===== config.mk =====
export PLATFORM = sky130hd
export DESIGN_NAME = mod_updown_counter_flat
export DESIGN_NICKNAME = d
export VERILOG_FILES = /design/src/rtl/mod_updown_counter_pkg.sv /design/src/rtl/mod_updown_counter_if.sv /design/src/rtl/mod_updown_counter_next.sv /design/src/rtl/mod_updown_counter.sv /design/src/flat_wrapper.sv
export SDC_FILE = /design/constraint.sdc
export NUM_CORES = 1
export LEC_CHECK = 0
export BUFFER_PORTS_ARGS = -buffer_cell sky130_fd_sc_hd__buf_2
export CORE_UTILIZATION = 40
export CTS_BUF_LIST = sky130_fd_sc_hd__clkbuf_8
export DETAILED_ROUTE_END_ITERATION = 8
export GPL_ROUTABILITY_DRIVEN = 0
export HOLD_SLACK_MARGIN = 0.12
export SYNTH_ARGS = -nofsm -noshare
export SYNTH_HDL_FRONTEND = slang
export SYNTH_SLANG_ARGS = --single-unit

===== constraint.sdc =====
create_clock -name clk -period 4.63 [get_ports clk]
set_clock_uncertainty 0.1 [all_clocks]
set_input_delay 0.2315 -clock clk [delete_from_list [all_inputs] [get_ports clk]]
set_output_delay 0.2315 -clock clk [all_outputs]
set_load 0.01 [all_outputs]

===== src/rtl/mod_updown_counter_pkg.sv =====
// Shared constants for the counter family.
// Mode encoding for the wrap/saturate policy input.
package mod_updown_counter_pkg;

  localparam logic MODE_WRAP = 1'b0;
  localparam logic MODE_SAT  = 1'b1;

  function automatic logic is_sat(input logic mode);
    return mode == MODE_SAT;
  endfunction

endpackage


===== src/rtl/mod_updown_counter_if.sv =====
// Control and status bundle of the up/down counter.
// master drives controls; slave is the counter.
interface mod_updown_counter_if #(
  parameter int WIDTH  = 4,
  parameter int STEP_W = 2
);

  logic              en;
  logic              up;
  logic              sat;
  logic              load;
  logic [WIDTH-1:0]  load_val;
  logic [WIDTH-1:0]  limit;
  logic [STEP_W-1:0] step;
  logic              clr_flags;
  logic [WIDTH-1:0]  count;
  logic              tc;
  logic              ovf;
  logic              udf;
  logic              at_max;
  logic              at_zero;

  modport master (
    output en, up, sat, load, load_val,
    output limit, step, clr_flags,
    input  count, tc, ovf, udf,
    input  at_max, at_zero
  );

  modport slave (
    input  en, up, sat, load, load_val,
    input  limit, step, clr_flags,
    output count, tc, ovf, udf,
    output at_max, at_zero
  );

endinterface


===== src/rtl/mod_updown_counter_next.sv =====
// Next-count arithmetic for the modulo counter.
// Pure combinational; sums kept one bit wider.
module mod_updown_next
  import mod_updown_counter_pkg::*;
#(
  parameter int WIDTH  = 4,
  parameter int STEP_W = 2
) (
  input  logic [WIDTH-1:0]  count,
  input  logic [WIDTH-1:0]  limit,
  input  logic [STEP_W-1:0] step,
  input  logic              up,
  input  logic              sat,
  output logic [WIDTH-1:0]  next_count,
  output logic              cross_up,
  output logic              cross_dn
);

  localparam int EW =
    ((STEP_W > WIDTH) ? STEP_W : WIDTH) + 1;

  logic [EW-1:0] c_x;
  logic [EW-1:0] l_x;
  logic [EW-1:0] l1_x;
  logic [EW-1:0] st_x;
  logic [EW-1:0] s_x;
  logic [EW-1:0] sum_x;
  logic [EW-1:0] wup_x;
  logic [EW-1:0] wdn_x;
  logic [EW-1:0] dif_x;
  logic          sat_m;

  // clamp the step to the modulus and pick the next count
  always_comb begin
    c_x   = EW'(count);
    l_x   = EW'(limit);
    l1_x  = l_x + EW'(1);
    st_x  = EW'(step);
    s_x   = (st_x > l1_x) ? l1_x : st_x;
    sum_x = c_x + s_x;
    wup_x = sum_x - l1_x;
    wdn_x = c_x + l1_x - s_x;
    dif_x = c_x - s_x;
    sat_m = is_sat(sat);
    next_count = count;
    cross_up   = 1'b0;
    cross_dn   = 1'b0;
    if (s_x == '0) begin
      next_count = count;
    end else if (c_x > l_x) begin
      if (up) begin
        next_count = sat_m ? limit : '0;
        cross_up   = 1'b1;
      end else begin
        next_count = limit;
      end
    end else if (up) begin
      if (sum_x <= l_x) begin
        next_count = WIDTH'(sum_x);
      end else begin
        next_count = sat_m ? limit : WIDTH'(wup_x);
        cross_up   = 1'b1;
      end
    end else begin
      if (s_x <= c_x) begin
        next_count = WIDTH'(dif_x);
      end else begin
        next_count = sat_m ? '0 : WIDTH'(wdn_x);
        cross_dn   = 1'b1;
      end
    end
  end

endmodule


===== src/rtl/mod_updown_counter.sv =====
// Up/down counter with programmable modulus.
// Registers, load/enable priority, tc and sticky flags.
module mod_updown_counter
  import mod_updown_counter_pkg::*;
#(
  parameter int WIDTH  = 4,
  parameter int STEP_W = 2
) (
  input logic                clk,
  input logic                reset,
  mod_updown_counter_if.slave bus
);

  logic [WIDTH-1:0] count_q;
  logic [WIDTH-1:0] count_d;
  logic             tc_q;
  logic             tc_d;
  logic             ovf_q;
  logic             ovf_d;
  logic             udf_q;
  logic             udf_d;
  logic [WIDTH-1:0] next_count;
  logic             cross_up;
  logic             cross_dn;
  logic [WIDTH-1:0] load_clip;

  mod_updown_next #(
    .WIDTH  (WIDTH),
    .STEP_W (STEP_W)
  ) u_next (
    .count      (count_q),
    .limit      (bus.limit),
    .step       (bus.step),
    .up         (bus.up),
    .sat        (bus.sat),
    .next_count (next_count),
    .cross_up   (cross_up),
    .cross_dn   (cross_dn)
  );

  // load beats count; a crossing beats a flag clear
  always_comb begin
    load_clip = (bus.load_val > bus.limit) ?
                bus.limit : bus.load_val;
    count_d = count_q;
    tc_d    = 1'b0;
    ovf_d   = ovf_q & ~bus.clr_flags;
    udf_d   = udf_q & ~bus.clr_flags;
    if (bus.load) begin
      count_d = load_clip;
    end else if (bus.en) begin
      count_d = next_count;
      tc_d    = cross_up | cross_dn;
      ovf_d   = ovf_d | cross_up;
      udf_d   = udf_d | cross_dn;
    end
  end

  // state registers with asynchronous clear
  always_ff @(posedge clk or posedge reset) begin
    if (reset) begin
      count_q <= '0;
      tc_q    <= 1'b0;
      ovf_q   <= 1'b0;
      udf_q   <= 1'b0;
    end else begin
      count_q <= count_d;
      tc_q    <= tc_d;
      ovf_q   <= ovf_d;
      udf_q   <= udf_d;
    end
  end

  assign bus.count   = count_q;
  assign bus.tc      = tc_q;
  assign bus.ovf     = ovf_q;
  assign bus.udf     = udf_q;
  assign bus.at_max  = (count_q == bus.limit);
  assign bus.at_zero = (count_q == '0);

endmodule


===== src/flat_wrapper.sv =====
// flat-port wrapper written by rule: the top's interface ports become plain ports
module mod_updown_counter_flat import mod_updown_counter_pkg::*;
#(
  parameter int WIDTH  = 4,
  parameter int STEP_W = 2
)
  (clk, reset, bus_en, bus_up, bus_sat, bus_load, bus_load_val, bus_limit, bus_step, bus_clr_flags, bus_count, bus_tc, bus_ovf, bus_udf, bus_at_max, bus_at_zero);
  mod_updown_counter_if #(.WIDTH(WIDTH), .STEP_W(STEP_W)) bus_i ();
  input logic clk;
  input logic reset;
  input wire logic [$bits(bus_i.en)-1:0] bus_en;
  input wire logic [$bits(bus_i.up)-1:0] bus_up;
  input wire logic [$bits(bus_i.sat)-1:0] bus_sat;
  input wire logic [$bits(bus_i.load)-1:0] bus_load;
  input wire logic [$bits(bus_i.load_val)-1:0] bus_load_val;
  input wire logic [$bits(bus_i.limit)-1:0] bus_limit;
  input wire logic [$bits(bus_i.step)-1:0] bus_step;
  input wire logic [$bits(bus_i.clr_flags)-1:0] bus_clr_flags;
  output wire logic [$bits(bus_i.count)-1:0] bus_count;
  output wire logic [$bits(bus_i.tc)-1:0] bus_tc;
  output wire logic [$bits(bus_i.ovf)-1:0] bus_ovf;
  output wire logic [$bits(bus_i.udf)-1:0] bus_udf;
  output wire logic [$bits(bus_i.at_max)-1:0] bus_at_max;
  output wire logic [$bits(bus_i.at_zero)-1:0] bus_at_zero;
  assign bus_i.en = bus_en;
  assign bus_i.up = bus_up;
  assign bus_i.sat = bus_sat;
  assign bus_i.load = bus_load;
  assign bus_i.load_val = bus_load_val;
  assign bus_i.limit = bus_limit;
  assign bus_i.step = bus_step;
  assign bus_i.clr_flags = bus_clr_flags;
  assign bus_count = bus_i.count;
  assign bus_tc = bus_i.tc;
  assign bus_ovf = bus_i.ovf;
  assign bus_udf = bus_i.udf;
  assign bus_at_max = bus_i.at_max;
  assign bus_at_zero = bus_i.at_zero;
  mod_updown_counter #(.WIDTH(WIDTH), .STEP_W(STEP_W)) u_core (.clk(clk), .reset(reset), .bus(bus_i));
endmodule

; ---- Yosys cells after proc, flatten, opt, wreduce, memory -nomap -nowiden
; Cells that the tools add are included.
[totals]
register_bits = 7
[classes]
add_sub_neg = 6
order_cmp = 5
eq_ne = 2
muxes = 28
bitwise_logic = 6
n_reduce_logical = 4
[op_table]
columns = op, count
row1 = $mux W4, 12
row2 = $mux W1, 15
row3 = $sub A4 B4 Y4, 3
row4 = $le A5 B4 Y1, 2
row5 = $gt A4 B4 Y1, 2
row6 = $add A4 B1 Y5 const B, 1
row7 = $add A4 B5 Y5, 1
row8 = $gt A2 B5 Y1, 1
row9 = $logic_not A5 Y1, 1
row10 = $mux W5, 1
row11 = $add A4 B4 Y4, 1
row12 = $eq A4 B4 Y1, 1
row13 = $logic_not A4 Y1, 1
row14 = $or A1 B1 Y1, 3
row15 = $and A1 B1 Y1, 2
row16 = $ne A2 B2 Y1 const B, 1
row17 = $reduce_and A2 Y1, 1
row18 = $reduce_bool A2 Y1, 1
row19 = $not A1 Y1, 1

; ---- Longest topological paths before layout
[logic_depth]
ltp_word = 12
depth_mapped = 20

; ---- Cells and area by module
; Synthesis repeated with hierarchy kept, for this count alone.
[unflattened]
hier_cells = 239
hier_area_um2 = 2010.7
[modules_own_cells]
columns = module, n_inst, cells_per_inst, area_per_inst_um2, seq_area_each_um2
row1 = mod_updown_next, 1, 173, 1396.3, 0.0
row2 = mod_updown_counter, 1, 66, 614.3, 175.2

; ---- Least setup slack after synthesis
; OpenSTA, ideal clock, no wires.
[synth_path]
kind = input-to-reg
start = input port bus_limit[0]
end = register u_core.count_q[2], in the netlist u_core.bus.count[2]
arrival_time_ps = 4266
required_time_ps = 4408
slack_ps = 142
stages = 19
path_buffers = 0
path_cell_list = ha_1 -> inv_1 -> ha_1 -> nor2b_1 -> o221a_2 -> mux2_2 -> ha_1 -> o21bai_1 -> a21oi_1 -> xnor2_1 -> inv_1 -> ha_1 -> nand3_1 -> o22ai_1 -> o22ai_2 -> o211ai_4 -> mux2_4 -> or4_1 -> a32o_1
[synth_between]
elab_chain_len = 12
elab_cells_between_ends = 25
[synth_lines]
columns = item, line
row1 = "start, declared", flat_wrapper.sv:16  ; input wire logic [$bits(bus_i.limit)-1:0] bus_limit;
row2 = $add A4 B1 Y5, mod_updown_counter_next.sv:37  ; l1_x = l_x + EW'(1);
row3 = $gt A2 B5 Y1, mod_updown_counter_next.sv:39  ; s_x = (st_x > l1_x) ? l1_x : st_x;
row4 = $mux W5, mod_updown_counter_next.sv:39
row5 = $add A4 B5 Y5, mod_updown_counter_next.sv:40  ; sum_x = c_x + s_x;
row6 = $sub A4 B4 Y4, mod_updown_counter_next.sv:41  ; wup_x = sum_x - l1_x;
row7 = $mux W4, mod_updown_counter_next.sv:61  ; next_count = sat_m ? limit : WIDTH'(wup_x);
row8 = $mux W4, mod_updown_counter_next.sv:58  ; if (sum_x <= l_x) begin
row9 = $mux W4, mod_updown_counter_next.sv:57  ; end else if (up) begin
row10 = $mux W4, mod_updown_counter_next.sv:50  ; end else if (c_x > l_x) begin
row11 = $mux W4, mod_updown_counter_next.sv:48  ; if (s_x == '0) begin
row12 = $mux W4, mod_updown_counter.sv:51  ; end else if (bus.en) begin
row13 = $mux W4, mod_updown_counter.sv:49  ; if (bus.load) begin
row14 = "end signal, assigned", mod_updown_counter.sv:67  ; count_q <= count_d;
row15 = "end, declared", mod_updown_counter.sv:14  ; logic [WIDTH-1:0] count_q;
; Several ways; a longest one is shown, not always the timed one. The select of a mux whose other input is x is not followed.
; A chain may end at the register's enable or synchronous reset.

; ---- Worst setup path in the final report
; Ends and elaborated chain as after synthesis.

==> results.md <==
* Clock transition at the registers of the reported paths at 0.04 ns
* Sink Count at 7
* Top-level I/O count at 26
* Max layer used: met4
* Share of the cycle needed by the critical path after routing at 0.9422
* Worst vdd ir at 0.1300 mV
* Placed inst area at 1888 µm²
* Max capacitance violation total at 0
* Maximum clock insertion buffer count at 2
* Post-detailed-route via-to-cell ratio at 5.336
* Global-route wire length before repair at 7.024 mm
* Endpoints failing setup at 0
* Antenna-violating nets left at 0
* CP required at 4.64 ns
* Detailed Route WL at 4.217 mm
* CP arrival at 4.37 ns
* Cell-by-cell trace of the critical path: buf_2, ha_1, inv_1, ha_1, nor2b_1, o221a_2, mux2_2, ha_1, o21bai_1, a21oi_1, xnor2_1, inv_1, ha_1, nand3_1, o22ai_1, o22ai_2, o211ai_4, mux2_4, or4_1, a32o_1
* Overall power at 908.7 µW
* Pin count of the biggest net entering global routing at 11
* Cell repeated most along the worst path: sky130_fd_sc_hd__ha_1
* Average wire per standard cell at 14.44 µm
* Crit Path Max Fanout at 5
* Count of vias placed by the detailed router at 1,558
* Kind of start point of the critical path: input pin
* Synth-to-layout area growth at 18.08%
* Wire length on met2 at 1.961 mm
* Final period demand of the worst path at 4.362 ns
* Number of buffers created by CTS at 3
* Fraction of synthesized cell area taken by the top area cell type at 0.2572
* Core area at 3971 µm²
* Outcome: finished with violations
* Synthesized area per cell at 8.069 µm²
* Overall global routing resource usage at 0.2103
* Remaining global-route overflow at 0
* Slowest library cell on the worst path: sky130_fd_sc_hd__mux2_2
* Violated checks: design-rule violations
* Combined area of all synthesized cells at 1654 µm²
* Number of nets in the layout at 299
* Antenna fix cells at 0
* Detailed-route wire length on metal 1 at 2.020 mm
* CTS Root Buffer Type: sky130_fd_sc_hd__clkbuf_8
* Initial DRC count at 105
* Final hold slack at 0.3222 ns
* Pwr/cell area at 465.3 nW/µm²
* Worst min-delay path class: input pin to register
* Count of port buffers added during placement at 25
* Initial antenna violation count at 0
* Netlist cell types at 45
* Post-CTS setup buffer count at 0
* Synth area leader: sky130_fd_sc_hd__ha_1
* Synthesized instance count at 205
* Total negative slack at 0 ns
* Iteration count of the initial detailed-routing pass at 6
* Worst-Margin Slew at 0.7071 ns
* HPWL Detailed at 3.529 mm
* Most frequent cell after synthesis: sky130_fd_sc_hd__ha_1
* Layout cell share with drive strength beyond 1 at 0.1736
* Fill cell count at 376
* Yosys warning count at 0
* Prevailing post-synth register cell: sky130_fd_sc_hd__dfrtp_1
* Slew Limit Headroom at 0.5151
* H-Tree Level Count at 1
* Asr flop ratio synth at 1.000
* Slowest stage delay, CP at 0.41 ns
* Design area at 1953 µm²
* CTS tree: yes
* Die width at 66.31 µm
* Leakage power figure at 0.001009 µW
* Number of flops mapped to enable cells by yosys at 0
* FP Rows at 23
* Initial cell density of the core at 0.4165
* Die height at 66.31 µm
* Share of synthesized area occupied by flip-flops and latches at 0.1059
* Via count of the first global-routing pass at 1,433
* Top cell types by occurrence after synthesis: sky130_fd_sc_hd__ha_1, sky130_fd_sc_hd__inv_1, sky130_fd_sc_hd__a21oi_1
* DIE AREA at 4396 µm²
* Max Fclk at 0.2292 GHz
* Post-route DRC at 2
* Number of max-slew violations in the final report at 0
* Crit Path Category: input pin to register
* RSZ-0062 raised after global routing: false
* # resized after CTS at 0
* Endpoints failing hold at 0
* Met3 wire length at 214 µm
* Ranking of synthesized cells by area: sky130_fd_sc_hd__ha_1, sky130_fd_sc_hd__dfrtp_1, sky130_fd_sc_hd__inv_1, sky130_fd_sc_hd__a21oi_1, sky130_fd_sc_hd__fa_1
* Nature of the critical path endpoint: register
* Clk Latency, worst-skew pair at 0.22 ns
* FF+latch count, synth at 7
[sequential cells by signal, summed over array words and instances, names as in the netlist]
name	flops
u_core.bus.udf	1
u_core.bus.ovf	1
u_core.bus.tc	1
u_core.bus.count	4
[metal layers]
layer  global-route usage  vias to the layer above
li1                     -                      794
met1               0.2948                      712
met2               0.3457                       48
met3              0.01897                        4
met4              0.04521                        0
met5                    0                        -
[cells by family (layout without fill, tap and decap cells)]
kind of cell | after synthesis | in the layout | synth area share
AO/OA/AOI/OAI | 63 | 63 | 0.2564
adder cells (fa/ha/maj) | 39 | 39 | 0.3177
other | 2 | 5 | 0.004540
buffers and inverters | 37 | 71 | 0.09001
flip-flops | 7 | 7 | 0.1059
AND/OR/NAND/NOR | 37 | 37 | 0.1104
multiplexers | 7 | 7 | 0.04614
XOR/XNOR | 13 | 13 | 0.06884
[area by class of cell]
| type | count | area (µm²) | area share |
|---|---|---|---|
| Clock buffer | 3 | 41.29 | 0.02114 |
| Clock inverter | 1 | 3.754 | 0.001922 |
| Inverter | 31 | 116.4 | 0.05958 |
| Multi-Input combinational cell | 164 | 1341 | 0.6867 |
| Sequential cell | 7 | 175.2 | 0.08969 |
| Tap cell | 50 | 62.56 | 0.03203 |
| Timing Repair Buffer | 36 | 212.7 | 0.1089 |
[worst paths after layout]
path / slack (ns) / cells past startpoint / endpoint / start
max in group asynchronous: 3.84 / 3 / u_core.bus.count[2]$_DFFE_PP0P_ / reset
min reg2reg: 0.42 / 2 / u_core.bus.ovf$_DFF_PP0_ / u_core.bus.ovf$_DFF_PP0_
max: 0.27 / 20 / u_core.bus.count[2]$_DFFE_PP0P_ / bus_limit[0]
max reg2reg: 1.06 / 14 / u_core.bus.count[2]$_DFFE_PP0P_ / u_core.bus.count[1]$_DFFE_PP0P_
min in group asynchronous: 0.38 / 3 / u_core.bus.count[3]$_DFFE_PP0P_ / reset
min: 0.32 / 3 / u_core.bus.ovf$_DFF_PP0_ / bus_up
[critical path, delay by kind of cell]
kind	cells	cell delay [ns]
buffers and inverters	3	0.24
AO/OA/AOI/OAI	7	1.17
AND/OR/NAND/NOR	3	0.64
adder cells (fa/ha/maj)	4	1.22
XOR/XNOR	1	0.16
multiplexers	2	0.72
[metrics by stage]
step / setup WS, ns / std cells / util
6_report: 0.2677 / 292 / 0.4918
5_1_grt: 0.003568 / 292 / 0.4918
4_1_cts: 0.2762 / 292 / 0.4918
3_5_place_dp: 0.04139 / 286 / 0.4754
3_3_place_gp: 0.1169 / 286 / 0.4754
2_1_floorplan: 0.1424 / 208 / -
[placed cells by master, fill, tap and decap left out, types with 3 or more instances in the layout]
cell / n
sky130_fd_sc_hd__xnor2_1: 6
sky130_fd_sc_hd__xor2_1: 7
sky130_fd_sc_hd__mux2i_1: 5
sky130_fd_sc_hd__nor2b_1: 4
sky130_fd_sc_hd__a21oi_1: 23
sky130_fd_sc_hd__buf_4: 9
sky130_fd_sc_hd__a21o_1: 4
sky130_fd_sc_hd__buf_2: 25
sky130_fd_sc_hd__nand2_1: 9
sky130_fd_sc_hd__inv_1: 32
sky130_fd_sc_hd__o21ai_0: 9
sky130_fd_sc_hd__fa_1: 5
sky130_fd_sc_hd__nor2_1: 11
sky130_fd_sc_hd__a211oi_1: 3
sky130_fd_sc_hd__o211ai_1: 4
sky130_fd_sc_hd__conb_1: 5
sky130_fd_sc_hd__o22ai_1: 3
sky130_fd_sc_hd__dfrtp_1: 7
sky130_fd_sc_hd__clkbuf_8: 3
sky130_fd_sc_hd__ha_1: 34
[report_power, final]
group / switching, µW / internal (µW)
Combinational: 392 / 324
Sequential: 33.6 / 77.2
Clock: 24.9 / 57.2
Total: 450 / 458
[timing repair]
action | CTS | global route
hold endpoints to repair | 9 | 0
setup endpoints to repair | 0 | 0
hold buffers | 2 | 0
Power figures use the tool's default switching activity.
